==> config.mk <==
export PLATFORM = sky130hd
export DESIGN_NAME = dcache_mem_responder
export DESIGN_NICKNAME = d
export VERILOG_FILES = /design/src/rtl/dcache_mem_responder.sv
export SDC_FILE = /design/constraint.sdc
export NUM_CORES = 1
export LEC_CHECK = 0
export ABC_CLOCK_PERIOD_IN_PS = 5350
export BUFFER_PORTS_ARGS = -buffer_cell sky130_fd_sc_hd__buf_2
export CAP_MARGIN = 10
export CORE_ASPECT_RATIO = 0.5
export CORE_MARGIN = 10
export CORE_UTILIZATION = 55
export DETAILED_ROUTE_END_ITERATION = 6
export PLACE_DENSITY = 0.94
export SLEW_MARGIN = 10
export SYNTH_ARGS = -nofsm -noshare
export SYNTH_HDL_FRONTEND = slang
export SYNTH_SLANG_ARGS = --single-unit
==> constraint.sdc <==
create_clock -name clk -period 5.35 [get_ports clk]
set_input_delay 0.535 -clock clk [delete_from_list [all_inputs] [get_ports clk]]
set_output_delay 0.535 -clock clk [all_outputs]
set_load 0.02 [all_outputs]
==> src/rtl/dcache_mem_responder.sv <==
// -----------------------------------------------------------------------------
// dcache_mem_responder
//
// Memory-side end of the data cache line interface. Takes one line request at
// a time from the write-back data cache. A request is either a refill (line
// read) or a writeback (line write). The line is split into ascending
// word-wide beats on a request/acknowledge backing-memory bus. Refill words
// are assembled into a registered line. One acknowledge is returned per line.
//
// Ports
//   clk, rst_n           clock, asynchronous active-low reset
//   dcache2mem_req_i     line request, held until mem2dcache_ack_o
//   dcache2mem_wr_i      1 = writeback, 0 = refill (valid with req)
//   dcache2mem_addr_i    line byte address (offset bits ignored)
//   dcache2mem_data_i    writeback line (valid with req)
//   mem2dcache_data_o    assembled refill line (registered)
//   mem2dcache_ack_o     one-cycle line-complete pulse
//   mem2dcache_err_o     one-cycle pulse with ack when a beat timed out
//   mem_req_o/mem_we_o   beat request / write enable to backing memory
//   mem_addr_o           beat byte address
//   mem_wdata_o          beat write data
//   mem_rdata_i          beat read data, valid with mem_ack_i
//   mem_ack_i            beat complete (may arrive in the first request cycle)
// -----------------------------------------------------------------------------
module dcache_mem_responder #(
  parameter int ADDR_WIDTH     = 32,
  parameter int LINE_WIDTH     = 128,
  parameter int WORD_WIDTH     = 32,
  parameter int TIMEOUT_CYCLES = 255
) (
  input  logic                  clk,
  input  logic                  rst_n,
  input  logic                  dcache2mem_req_i,
  input  logic                  dcache2mem_wr_i,
  input  logic [ADDR_WIDTH-1:0] dcache2mem_addr_i,
  input  logic [LINE_WIDTH-1:0] dcache2mem_data_i,
  output logic [LINE_WIDTH-1:0] mem2dcache_data_o,
  output logic                  mem2dcache_ack_o,
  output logic                  mem2dcache_err_o,
  output logic                  mem_req_o,
  output logic                  mem_we_o,
  output logic [ADDR_WIDTH-1:0] mem_addr_o,
  output logic [WORD_WIDTH-1:0] mem_wdata_o,
  input  logic [WORD_WIDTH-1:0] mem_rdata_i,
  input  logic                  mem_ack_i
);

  localparam int BEATS    = LINE_WIDTH / WORD_WIDTH;
  localparam int BEAT_W   = (BEATS > 1) ? $clog2(BEATS) : 1;
  localparam int LINE_OFF = $clog2(LINE_WIDTH / 8);
  localparam int WORD_OFF = $clog2(WORD_WIDTH / 8);

  localparam logic [BEAT_W-1:0] LAST_BEAT  = BEAT_W'(BEATS - 1);
  localparam logic [7:0]        TIMER_LAST = 8'(TIMEOUT_CYCLES - 1);

  typedef enum logic [1:0] {
    S_IDLE = 2'd0,
    S_XFER = 2'd1,
    S_RESP = 2'd2
  } state_t;

  state_t                  state_q, state_d;
  logic                    wr_q, wr_d;
  logic [ADDR_WIDTH-1:0]   base_q, base_d;
  logic [LINE_WIDTH-1:0]   line_q, line_d;
  logic [BEAT_W-1:0]       beat_q, beat_d;
  logic [7:0]              timer_q, timer_d;
  logic                    err_q, err_d;
  logic [LINE_WIDTH-1:0]   data_q, data_d;

  // Offset bits of the incoming address are deliberately discarded.
  logic unused_addr_bits;
  assign unused_addr_bits = ^dcache2mem_addr_i[LINE_OFF-1:0];

  // Word view of the latched writeback line; word i is bits [i*W +: W].
  logic [WORD_WIDTH-1:0] line_word [BEATS];

  generate
    for (genvar gi = 0; gi < BEATS; gi++) begin : g_line_word
      assign line_word[gi] = line_q[gi*WORD_WIDTH +: WORD_WIDTH];
    end
  endgenerate

  // ---------------------------------------------------------------------------
  // State register
  // ---------------------------------------------------------------------------
  always_ff @(posedge clk or negedge rst_n) begin
    if (!rst_n) begin
      state_q <= S_IDLE;
      wr_q    <= 1'b0;
      base_q  <= '0;
      line_q  <= '0;
      beat_q  <= '0;
      timer_q <= '0;
      err_q   <= 1'b0;
      data_q  <= '0;
    end else begin
      state_q <= state_d;
      wr_q    <= wr_d;
      base_q  <= base_d;
      line_q  <= line_d;
      beat_q  <= beat_d;
      timer_q <= timer_d;
      err_q   <= err_d;
      data_q  <= data_d;
    end
  end

  // ---------------------------------------------------------------------------
  // Next-state logic
  // ---------------------------------------------------------------------------
  always_comb begin
    state_d = state_q;
    wr_d    = wr_q;
    base_d  = base_q;
    line_d  = line_q;
    beat_d  = beat_q;
    timer_d = timer_q;
    err_d   = err_q;
    data_d  = data_q;

    unique case (state_q)
      S_IDLE: begin
        if (dcache2mem_req_i) begin
          wr_d    = dcache2mem_wr_i;
          base_d  = {dcache2mem_addr_i[ADDR_WIDTH-1:LINE_OFF], {LINE_OFF{1'b0}}};
          line_d  = dcache2mem_data_i;
          beat_d  = '0;
          timer_d = '0;
          err_d   = 1'b0;
          // A refill starts from a clean line so that beats lost to a
          // timeout read back as zero.
          if (!dcache2mem_wr_i) begin
            data_d = '0;
          end
          state_d = S_XFER;
        end
      end

      S_XFER: begin
        if (mem_ack_i) begin
          if (!wr_q) begin
            for (int i = 0; i < BEATS; i++) begin
              if (beat_q == BEAT_W'(i)) begin
                data_d[i*WORD_WIDTH +: WORD_WIDTH] = mem_rdata_i;
              end
            end
          end
          beat_d  = beat_q + BEAT_W'(1);
          timer_d = '0;
          if (beat_q == LAST_BEAT) begin
            state_d = S_RESP;
          end
        end else if (timer_q == TIMER_LAST) begin
          err_d   = 1'b1;
          state_d = S_RESP;
        end else begin
          timer_d = timer_q + 8'd1;
        end
      end

      S_RESP: begin
        // Returning to IDLE unconditionally means a request still held in
        // this cycle is only seen again one cycle later.
        state_d = S_IDLE;
      end

      default: begin
        state_d = S_IDLE;
      end
    endcase
  end

  // ---------------------------------------------------------------------------
  // Outputs: beat bus is driven only while transferring, zero otherwise.
  // ---------------------------------------------------------------------------
  always_comb begin
    mem_req_o   = 1'b0;
    mem_we_o    = 1'b0;
    mem_addr_o  = '0;
    mem_wdata_o = '0;
    if (state_q == S_XFER) begin
      mem_req_o   = 1'b1;
      mem_we_o    = wr_q;
      mem_addr_o  = base_q + (ADDR_WIDTH'(beat_q) << WORD_OFF);
      mem_wdata_o = line_word[beat_q];
    end
  end

  assign mem2dcache_ack_o  = (state_q == S_RESP);
  assign mem2dcache_err_o  = (state_q == S_RESP) && err_q;
  assign mem2dcache_data_o = data_q;

endmodule

-- Word-level counts from Yosys, hierarchy flattened
Cells that the tools add are included.
- bitwise gates (word level): 1
- reduce and logical (&&, ||, !) cells: 13
- eq/ne operators: 19
- shift operators: 0
- magnitude comparators: 1
- mux-type cells: 32
- multiply operators: 0
- add/sub/neg operators: 3
- div/mod/pow operators: 0
- operators by type and width (cell ; number):
    2-to-1 mux 128 bit ; 4
    2-to-1 mux 32 bit ; 8
    case mux 128 bit (2 select lines) ; 1
    binary-select mux 32 bit (select 2 bit) ; 1
    adder 32 x 4 -> 32 bit ; 1
    2-to-1 mux 8 bit ; 3
    AND reduction 6 bit ; 4
    inequality test 2 bit (second input constant) ; 10
    case mux 8 bit (2 select lines) ; 1
    2-to-1 mux 2 bit ; 6
    inequality test 3 bit (second input constant) ; 3
    AND reduction 3 bit ; 3
    adder 8 x 1 -> 8 bit (second input constant) ; 1
    == test 8 bit (second input constant) ; 1
    case mux 2 bit (2 select lines) ; 2
    == test 2 bit (second input constant) ; 3
    2-to-1 mux 1 bit ; 5
    == test 2 x 1 -> 1 bit (second input constant) ; 2
    zero test 2 bit ; 2
    AND reduction 4 bit ; 1
    greater-or-equal comparator 3 bit (second input constant) ; 1
    NOT 2 -> 3 bit ; 1
    adder 2 x 1 -> 2 bit (second input constant) ; 1
    case mux 1 bit (2 select lines) ; 1
    3 further kinds ; 3
- memory bits (read-only): 0
- logic and storage cells: 80
- output and inout port bits: 196
- register bits: 298
- memories: 0
- latch bits: 0
- bits in writable memories: 0

-- Depth between registers and ports, before layout
Gate-level depths: netlist of run 1.
- depth in word-level cells: 5
- mapped depth: 8

-- Least setup slack after synthesis of run 1
No wires, ideal clock.
- kind: reg-to-output
- start: reg beat_q[0]
- end: out mem_wdata_o[10]
- cell stages (with the launch flop): 5
- path slack: 3.193 ns
- arrival: 1.622 ns
- path through: dfrtp_1 buf_2 buf_2 mux4_2 and2_1
- cells in the longest elaborated chain, start to end: 5
- ends and longest elaborated chain (element ; RTL line ; RTL):
    start, declared ; 66 ; logic [BEAT_W-1:0] beat_q, beat_d;
    start signal, assigned ; 102 ; beat_q <= beat_d;
    NOT 2 -> 3 bit (not written as such) ; 186 ; mem_wdata_o = line_word[beat_q];
    binary-select mux 32 bit (select 2 bit) ; 186 ;
    2-to-1 mux 32 bit (not written as such) (2 in a row) ; 186 ;
    2-to-1 mux 32 bit ; 182 ; if (state_q == S_XFER) begin
    end, declared ; 43 ; output logic [WORD_WIDTH-1:0] mem_wdata_o,
No other way between the ends. The select of a mux whose other input is x is not followed.

-- Worst setup path after layout of run 1
- start: reg state_q[0]
- end: out mem_we_o
- cells in the longest elaborated chain, start to end: 2
- ends and longest elaborated chain (element ; RTL line ; RTL):
    start, declared ; 62 ; state_t state_q, state_d;
    start signal, assigned ; 98 ; state_q <= state_d;
    == test 2 x 1 -> 1 bit ; 182 ;
    2-to-1 mux 1 bit ; 182 ;
    end, declared ; 41 ; output logic mem_we_o,
No other way between the ends.

==> impl_metrics.csv, run 1 <==
group,metric,value,unit
routing,first_iter_violations,897,
timing,finalClockSkew,10.39,ps
setup_path,arrival,2920,ps
setup_path,cp_slowest_stage_delay,610,ps
setup_path,critPathBufInv,3,
timing,maxSlewViolCount,0,
logic_synthesis,netlist_top_cells_area,"dfrtp_1 (59%), nand2_1 (19%), mux4_2 (5.7%), o21ai_1 (3.2%), and2_1 (3.1%)",
logic_synthesis,synth_top_cell_by_area,"dfrtp_1",
final_layout,synthToLayoutAreaGrowth,23.15,%
global_route,grt_max_degree,161,
placement,post-dp-hpwl,25680,um
setup_path,timing.rr.start,"state_q[1]$_DFFE_PN0P_",
clocking,cts_setup_buffers,0,
timing,fin_ws,1895,ps
clocking,cts.htree.levels,1,
routing,vias,10580,
floorplanning,initial_core_util,55.70,%
final_layout,layout-drive-gt1-share,29.63,%
setup_path,crit_end,"mem_we_o",
power_and_ir_drop,p_per_area,659.7,mW/mm^2
placement,io_buffers,386,
final_layout,final_area,0.01557,mm^2
job,cap_violations,0,
setup_path,path_depth,5,
global_route,antenna_found_initial,12,
logic_synthesis,syn_inst,1302,
setup_path,crit_fanout,56,
timing,timing.final.crit_share,64.59,%
clocking,cts-hold-fix-buffers,0,
setup_path,crit_chain,"nand2b_2, clkinv_2, buf_4, and2_1, buf_2",
routing,drtAntennaViolNets,0,
timing,slew_headroom,29.67,%
status,outcome,"complete, no violations",
logic_synthesis,synth_warnings,0,
floorplanning,die_x,234.4,um
setup_path,crit_family,"buffers and inverters",
floorplanning,fp.coreArea,0.02269,mm^2
global_route,grt_pass1_vias,10660,
routing,wire_per_inst,18.60,um
min_path,worstHoldPathType,"in -> async",
logic_synthesis,synth_flop_cell,"dfrtp_1",
global_route,track_usage,23.48,%
setup_path,start_kind,"flip-flop",
timing,finalHoldViolations,0,
clocking,clkTransAtPathRegs,70,ps
placement,place_area,0.01460,mm^2
setup_path,worstSetupPathType,"reg -> out",
routing,viasPerCell,5.333,
logic_synthesis,syn_area,0.01264,mm^2
timing,worst_pin_slew,1055,ps
global_route,grt_pass1_wl,56420,um
power_and_ir_drop,vdd_drop_max,0.4151,mV
logic_synthesis,yosysMostFrequentCell,"nand2_1",
timing,rsz0062_at_grt,"false",
global_route,overflow,0,
routing,drc,0,
logic_synthesis,synth.yosys.seq_area_share,59.00,%
floorplanning,dieArea,0.02981,mm^2
timing,fin_crit,3455,ps
clocking,clock_sinks,298,
logic_synthesis,syn_avg_cell_area,9.708,um^2
floorplanning,pin_count,393,
routing,wl,36890,um
logic_synthesis,synthArstFlopShare,100.0,%
final_layout,fin_nets,1850,
placement,dp_slack,2496,ps
setup_path,endpoint_kind,"primary output",
setup_path,critPathRequiredTime,4820,ps
floorplanning,die_y,127.2,um
setup_path,reg2reg_to,"line_q[34]$_DFFE_PN0P_",
logic_synthesis,synth_edf_count,0,
routing,firstDrtPassIters,5,
logic_synthesis,synth_top_area_share,59.00,%
clocking,clock_latency,540,ps
setup_path,cpMaxStageDelayCell,"buf_4",
clocking,cts.repair.resized,0,
floorplanning,rows,39,
setup_path,rr_worst_depth,5,
timing,tns,0,ps
placement,gp_congestion,0.8478,
clocking,cts_made_buffers,27,
clocking,root_buffer,"clkbuf_16",
timing,setup_viol,0,
timing,fmax,0.2894,GHz
setup_path,reg2reg_setup_slack,2540,ps
logic_synthesis,synth_cell_type_count,41,
clocking,cts_tree,"yes",
logic_synthesis,yosys-top-cells-count,"nand2_1 (638), dfrtp_1 (298), o21ai_1 (82), and2_1 (62), buf_2 (46)",
power_and_ir_drop,p_leak,8.402,nW
setup_path,crit_start,"state_q[0]$_DFFE_PN0P_",
logic_synthesis,ys_ff_latch,298,
clocking,clockBufferDepth,3,
worst min-delay path by stage:
stage / startpoint / to / slack, ps / cells past startpoint
after floorplan: rst_n / base_q[10]$_DFFE_PN0P_ / 240 / 0
after global placement: base_q[16]$_DFFE_PN0P_ / base_q[16]$_DFFE_PN0P_ / 450 / 2
after detailed placement: base_q[17]$_DFFE_PN0P_ / base_q[17]$_DFFE_PN0P_ / 450 / 2
after CTS: rst_n / line_q[26]$_DFFE_PN0P_ / 60 / 1
after global routing: rst_n / line_q[26]$_DFFE_PN0P_ / 90 / 1
final: rst_n / line_q[56]$_DFFE_PN0P_ / 50 / 1
registers in the layout, summed over array words and instances (netlist names):
name,cells
beat_q,2
err_q,1
base_q,28
state_q,2
line_q,128
timer_q,8
wr_q,1
mem2dcache_data_o,128
cells by family (layout without fill, tap and decap cells):
group,count (synthesis),count (layout),share of synthesized area [%]
AO/OA/AOI/OAI,153,153,7.167
XOR/XNOR,2,2,0.1386
adder cells (fa/ha/maj),6,6,0.5939
buffers and inverters,86,447,3.999
flip-flops,298,298,59.00
multiplexers,32,32,5.702
other,1,15,0.02967
AND/OR/NAND/NOR,724,724,23.37
cell type report:
| type | instances | area (um^2) |
|---|---|---|
| timing repair buffer | 396 | 2042 |
| fill | 1626 | 7124 |
| clock buffer | 36 | 769.5 |
| clock inverter | 10 | 161.4 |
| sequential | 298 | 7460 |
| antenna | 13 | 32.53 |
| tap | 307 | 384.1 |
| inverter | 5 | 20.02 |
| multi-input combinational | 919 | 4697 |
metal layers:
layer | track usage, % | vias up | part of all wire (%)
met2 | 41.35 | 451 | 51
met5 | 0 | - | 0.035
met1 | 27.25 | 5109 | 37
met4 | 12.78 | 2 | 5.6
li1 | - | 4877 | -
met3 | 3.822 | 141 | 6.5
layout by cell type (no fill, tap or decap), types with 6 or more instances in the layout:
cell,n
dfrtp_1,296
and2_1,62
a31oi_1,6
diode_2,13
clkbuf_8,6
mux4_2,32
o21ai_2,8
clkbuf_16,27
o21ai_1,82
buf_4,8
o21ai_0,44
buf_2,385
nor2_1,6
nand2_1,638
ha_1,6
where the power goes:
| part | internal (mW) | leakage [nW] | total [mW] | switching (mW) |
|---|---|---|---|---|
| sequential | 3.23 | 3.78 | 3.82 | 0.588 |
| clock | 1.20 | 0.461 | 2.05 | 0.844 |
| combinational | 1.56 | 4.17 | 4.40 | 2.84 |
| total | 5.99 | 8.40 | 10.3 | 4.27 |
through the flow:
step / hold slack, ps / std cells / util [%] / power (mW)
after floorplan: 239.4 / 1303 / - / 6.777
after global placement: 448.7 / 1925 / 64.36 / 8.004
after detailed placement: 454.5 / 1925 / 64.36 / 8.235
after CTS: 64.30 / 1971 / 68.46 / 10.31
after global routing: 90.54 / 1983 / 68.59 / 10.88
final: 48.80 / 1984 / 68.60 / 10.27
No activity file was read; power rests on OpenSTA's default activity.
==> run 2, diff against run 1 <==
ABC_CLOCK_PERIOD_IN_PS = 3550   (was 5350)
CORE_UTILIZATION = 51   (was 55)
PLACE_DENSITY = 0.89   (was 0.94)
clock period = 3.55 ns   (was 5.35 ns; I/O delays follow)
==> run 2 against run 1 <==
  * Via count rose by 0.47%
  * Setup slack worse by 1400 ps
  * Global-route usage fell by 1.1 points
  * Clock skew increased by 5.0 ps
  * Register-to-register slack got worse by 1400 ps
  * Critical path depth fell by 1
  * Cell count rose by 4.4%
  * Sequential power is 49% higher
  * Clock power up 42%
  * Non-clock buffer count rose by 57
  * Worst hold slack got worse by 33 ps
==> impl_metrics.csv, run 2 (same netlist as run 1, synthesis figures left out) <==
group,metric,value,unit
placement,dp_slack,1007,ps
min_path,worstHoldPathCells,3,
timing,fmax,0.3246,GHz
timing,timing.final.crit_share,86.78,%
min_path,hold_end,"line_q[31]$_DFFE_PN0P_",
floorplanning,fp.coreArea,0.02417,mm^2
floorplanning,rows,40,
routing,first_iter_violations,800,
timing,tns,0,ps
timing,fin_crit,3081,ps
timing,rsz0062_at_grt,"false",
clocking,cts_made_buffers,26,
final_layout,synthToLayoutAreaGrowth,27.83,%
clocking,clock_latency,540,ps
placement,io_buffers,386,
power_and_ir_drop,vdd_drop_max,0.5248,mV
timing,fin_ws,469.4,ps
setup_path,timing.rr.start,"beat_q[0]$_DFFE_PN0P_",
setup_path,rr_worst_depth,6,
setup_path,worstSetupPathType,"reg -> out",
floorplanning,die_y,131.3,um
final_layout,nFillCells,1831,
routing,drtAntennaViolNets,0,
final_layout,fin_cells,2071,
setup_path,arrival,2730,ps
setup_path,reg2reg_to,"mem2dcache_data_o[73]$_DFFE_PN0P_",
setup_path,endpoint_kind,"primary output",
clocking,cts.htree.levels,1,
final_layout,seqCellArea,0.007460,mm^2
placement,post-dp-hpwl,25570,um
clocking,clockBufferDepth,3,
timing,finalHoldViolations,0,
setup_path,crit_fanout,19,
clocking,clkTransAtPathRegs,70,ps
placement,gp_congestion,0.8603,
global_route,antenna_found_initial,13,
routing,wl,37280,um
final_layout,fin_nets,1906,
job,cap_violations,0,
clocking,cts.repair.resized,0,
global_route,overflow,0,
final_layout,layout_common_cells,"nand2_1 (638), buf_2 (385), dfrtp_1 (296)",
timing,finalClockSkew,15.36,ps
floorplanning,die_x,242.6,um
floorplanning,pin_count,393,
final_layout,layout-drive-gt1-share,28.80,%
timing,slew_headroom,50.47,%
floorplanning,dieArea,0.03186,mm^2
routing,viasPerCell,5.133,
routing,firstDrtPassIters,6,
status,outcome,"complete, no violations",
timing,worst_pin_slew,742.9,ps
setup_path,reg2reg_setup_slack,1160,ps
min_path,worstHoldStart,"dcache2mem_data_i[31]",
final_layout,multi_input_area,0.004697,mm^2
global_route,grt_pass1_wl,58740,um
global_route,track_usage,22.43,%
final_layout,layout_commonest_cell,"nand2_1",
clocking,root_buffer,"clkbuf_16",
routing,vias,10630,
min_path,worstHoldPathType,"in -> reg",
routing,drc,0,
routing,wire_per_inst,18.00,um
global_route,grt_pass1_vias,10810,
clocking,cts_tree,"yes",
power_and_ir_drop,p_per_area,951.7,mW/mm^2
setup_path,critPathRequiredTime,3190,ps
placement,placed_cells,1958,
clocking,clock_sinks,298,
timing,maxSlewViolCount,0,
setup_path,start_kind,"flip-flop",
global_route,grt_max_degree,116,
power_and_ir_drop,p_leak,8.638,nW
floorplanning,initial_core_util,52.29,%
timing,setup_viol,0,
clocking,cts_setup_buffers,0,
run 2: final cells by class:
| type | count | area share [%] |
|---|---|---|
| Timing Repair Buffer | 453 | 16.42 |
| Antenna cell | 13 | 0.2013 |
| Clock buffer | 38 | 4.809 |
| Clock inverter | 9 | 0.6040 |
| Inverter | 5 | 0.1239 |
| Tap cell | 336 | 2.602 |
| Multi-Input combinational cell | 919 | 29.07 |
| Sequential cell | 298 | 46.17 |
run 2: per-stage QoR:
step	hold slack [ps]	util, %	power [mW]	area (um^2)
global route	4.859	66.84	16.35	16160
floorplan	59.41	-	10.21	12640
global placement	426.9	60.89	12.16	14720
detailed placement	439.6	60.89	12.44	14720
CTS	0.1655	66.66	15.44	16110
finish	15.38	66.84	15.38	16160
run 2: timing repair:
action,CTS,global route
endpoints found under the setup margin,0,0
hold buffers,52,1
hold endpoints to repair,145,1
run 2: routing by layer:
metal,routed length [um],global-route usage [%],vias to the layer above
li1,-,-,4990
met2,19620,39.05,373
met4,1780,12.29,0
met3,2041,4.308,104
met1,13840,25.80,5163
met5,0,0,-
run 2: critical path: stages, from the launching register on:
cell and delay, ps:
dfrtp_2 750, buf_4 480, mux4_2 540, and2_1 220, buf_2 180
run 2: worst max path at each step:
stage | start | endpoint | slack, ps
floorplan | beat_q[1]$_DFFE_PN0P_ | mem2dcache_data_o[43]$_DFFE_PN0P_ | 1560
global placement | beat_q[0]$_DFFE_PN0P_ | mem_wdata_o[6] | 1010
detailed placement | beat_q[0]$_DFFE_PN0P_ | mem_wdata_o[6] | 1010
CTS | beat_q[0]$_DFFE_PN0P_ | mem_wdata_o[6] | 430
global route | beat_q[0]$_DFFE_PN0P_ | mem_wdata_o[6] | 310
finish | beat_q[0]$_DFFE_PN0P_ | mem_wdata_o[6] | 470
run 2: report_power, final:
| group | switching [mW] | total [mW] | internal, mW |
|---|---|---|---|
| Sequential | 0.839 | 5.71 | 4.87 |
| Clock | 1.25 | 2.91 | 1.66 |
| Combinational | 4.32 | 6.75 | 2.43 |
==> run 3, diff against run 2 <==
ABC_CLOCK_PERIOD_IN_PS = 2900   (was 3550)
CORE_UTILIZATION = 30   (was 51)
PLACE_DENSITY = 0.61   (was 0.89)
clock period = 2.9 ns   (was 3.55 ns; I/O delays follow)
==> run 3 against run 2 <==
  * Sequential power grew 21%
  * Design area increased by 9.4%
  * Clock skew rose by 8.7 ps
  * Critical endpoint is now mem_addr_o[31]
  * Highest routed layer unchanged
==> impl_metrics.csv, run 3 (same netlist as run 1, synthesis figures left out) <==
group,metric,value,unit
min_path,worstHoldPathType,"in -> reg",
final_layout,fin_nets,2019,
clocking,clock_sinks,298,
clocking,clockBufferDepth,3,
global_route,grt_max_degree,107,
floorplanning,dieArea,0.05124,mm^2
global_route,antenna_found_initial,8,
placement,placed_cells,2175,
routing,drc,0,
clocking,cts_made_buffers,30,
clocking,cts.htree.levels,1,
timing,fmax,0.3798,GHz
routing,vias,10760,
clocking,cts_tree,"yes",
global_route,overflow,0,
timing,setup_viol,0,
clocking,clock_latency,570,ps
setup_path,critPathRequiredTime,2610,ps
routing,drtAntennaViolNets,0,
timing,timing.final.crit_share,90.78,%
timing,maxSlewViolCount,0,
final_layout,layout-drive-gt1-share,27.64,%
timing,worst_pin_slew,637.5,ps
floorplanning,fp.coreArea,0.04178,mm^2
timing,slew_headroom,57.50,%
final_layout,synthToLayoutAreaGrowth,39.90,%
global_route,track_usage,15.56,%
job,cap_violations,0,
placement,post-dp-hpwl,27410,um
routing,wl,41370,um
placement,io_buffers,386,
routing,wire_per_inst,17.24,um
setup_path,crit_fanout,99,
clocking,cts_setup_buffers,0,
timing,whs,30.22,ps
timing,tns,0,ps
final_layout,layout_commonest_cell,"nand2_1",
global_route,grt_pass1_vias,11400,
placement,gp_congestion,0.7966,
setup_path,arrival,2340,ps
status,outcome,"complete, no violations",
final_layout,layout_common_cells,"nand2_1 (638), buf_2 (385), dfrtp_1 (296)",
setup_path,reg2reg_setup_slack,830,ps
routing,firstDrtPassIters,5,
routing,first_iter_violations,672,
routing,viasPerCell,4.487,
clocking,clkTransAtPathRegs,60,ps
floorplanning,initial_core_util,30.25,%
timing,finalClockSkew,24.09,ps
timing,rsz0062_at_grt,"false",
floorplanning,die_x,310.3,um
setup_path,endpoint_kind,"primary output",
floorplanning,rows,53,
power_and_ir_drop,vdd_drop_max,0.4702,mV
floorplanning,pin_count,393,
floorplanning,die_y,165.1,um
setup_path,worstSetupPathType,"reg -> out",
timing,fin_crit,2633,ps
setup_path,start_kind,"flip-flop",
timing,finalHoldViolations,0,
power_and_ir_drop,p_per_area,1095,mW/mm^2
power_and_ir_drop,p_leak,9.174,nW
clocking,root_buffer,"clkbuf_16",
global_route,grt_pass1_wl,63620,um
final_layout,fin_cells,2399,
[run 3: cell types whose count changed in the layout (fill, tap and decap cells not counted), sizes merged]
cell         previous run  this run
diode                  13        11
clkinv                  8        12
clkbuf                 38        39
buf                   400       403
dlygate4sd3            53       159
clkinvlp                1         3
[run 3: path summary, 6_finish.rpt]
check,startpoint,end,cells past startpoint
setup / recovery,state_q[0]$_DFFE_PN0P_,mem_addr_o[31],5
hold / removal,mem_rdata_i[27],mem2dcache_data_o[27]$_DFFE_PN0P_,3
setup reg to reg,beat_q[0]$_DFFE_PN0P_,mem2dcache_data_o[127]$_DFFE_PN0P_,6
hold reg to reg,base_q[27]$_DFFE_PN0P_,base_q[27]$_DFFE_PN0P_,2
max in group asynchronous,rst_n,mem2dcache_data_o[75]$_DFFE_PN0P_,3
min in group asynchronous,rst_n,base_q[26]$_DFFE_PN0P_,2
[run 3: power by group]
part / switching [mW] / leakage (nW) / total, mW / internal, mW
Combinational: 5.35 / 4.91 / 8.49 / 3.14
Clock: 1.72 / 0.487 / 3.95 / 2.23
Sequential: 0.958 / 3.78 / 6.93 / 5.97
[run 3: stage by stage]
stage | utilization (%) | power [mW] | worst slack (ps) | cell area [um^2]
5_1_grt | 42.32 | 20.77 | 114.0 | 17680
2_1_floorplan | - | 12.50 | 906.2 | 12640
3_3_place_gp | 36.08 | 15.24 | 825.8 | 15070
4_1_cts | 42.26 | 19.61 | 201.3 | 17660
6_report | 42.33 | 19.37 | 267.3 | 17680
3_5_place_dp | 36.08 | 15.42 | 803.5 | 15070
[run 3: area by class of cell]
type                            count  area, um^2
Fill cell                        4035       24090
Sequential cell                   298        7460
Multi-Input combinational cell    919        4697
Timing Repair Buffer              562        3799
Clock buffer                       39       844.6
Tap cell                          550       688.2
Clock inverter                     15       147.6
Antenna cell                       11       27.53
Inverter                            5       20.02
[run 3: repair_timing]
| item | 4_1_cts | 5_1_grt |
|---|---|---|
| hold buffers | 159 | 0 |
| gates resized for setup | 0 | 0 |
| endpoints found under the hold margin | 233 | 0 |
[run 3: per-layer routing]
| metal | wire length, um | vias up | global-route usage, % | share of wire [%] |
|---|---|---|---|---|
| met5 | 0 | - | 0 | 0 |
| met4 | 2088 | 0 | 7.813 | 5.0 |
| met3 | 1210 | 125 | 2.087 | 2.9 |
| met2 | 22860 | 233 | 29.63 | 55 |
| met1 | 15210 | 5189 | 16.88 | 37 |
| li1 | - | 5217 | - | - |
[run 3: critical path, stage by stage, from the launching register on]
cell and delay, ps:
dfrtp_1 530, nand2b_2 290, clkinv_2 120, buf_12 400, and2_1 210, buf_2 180
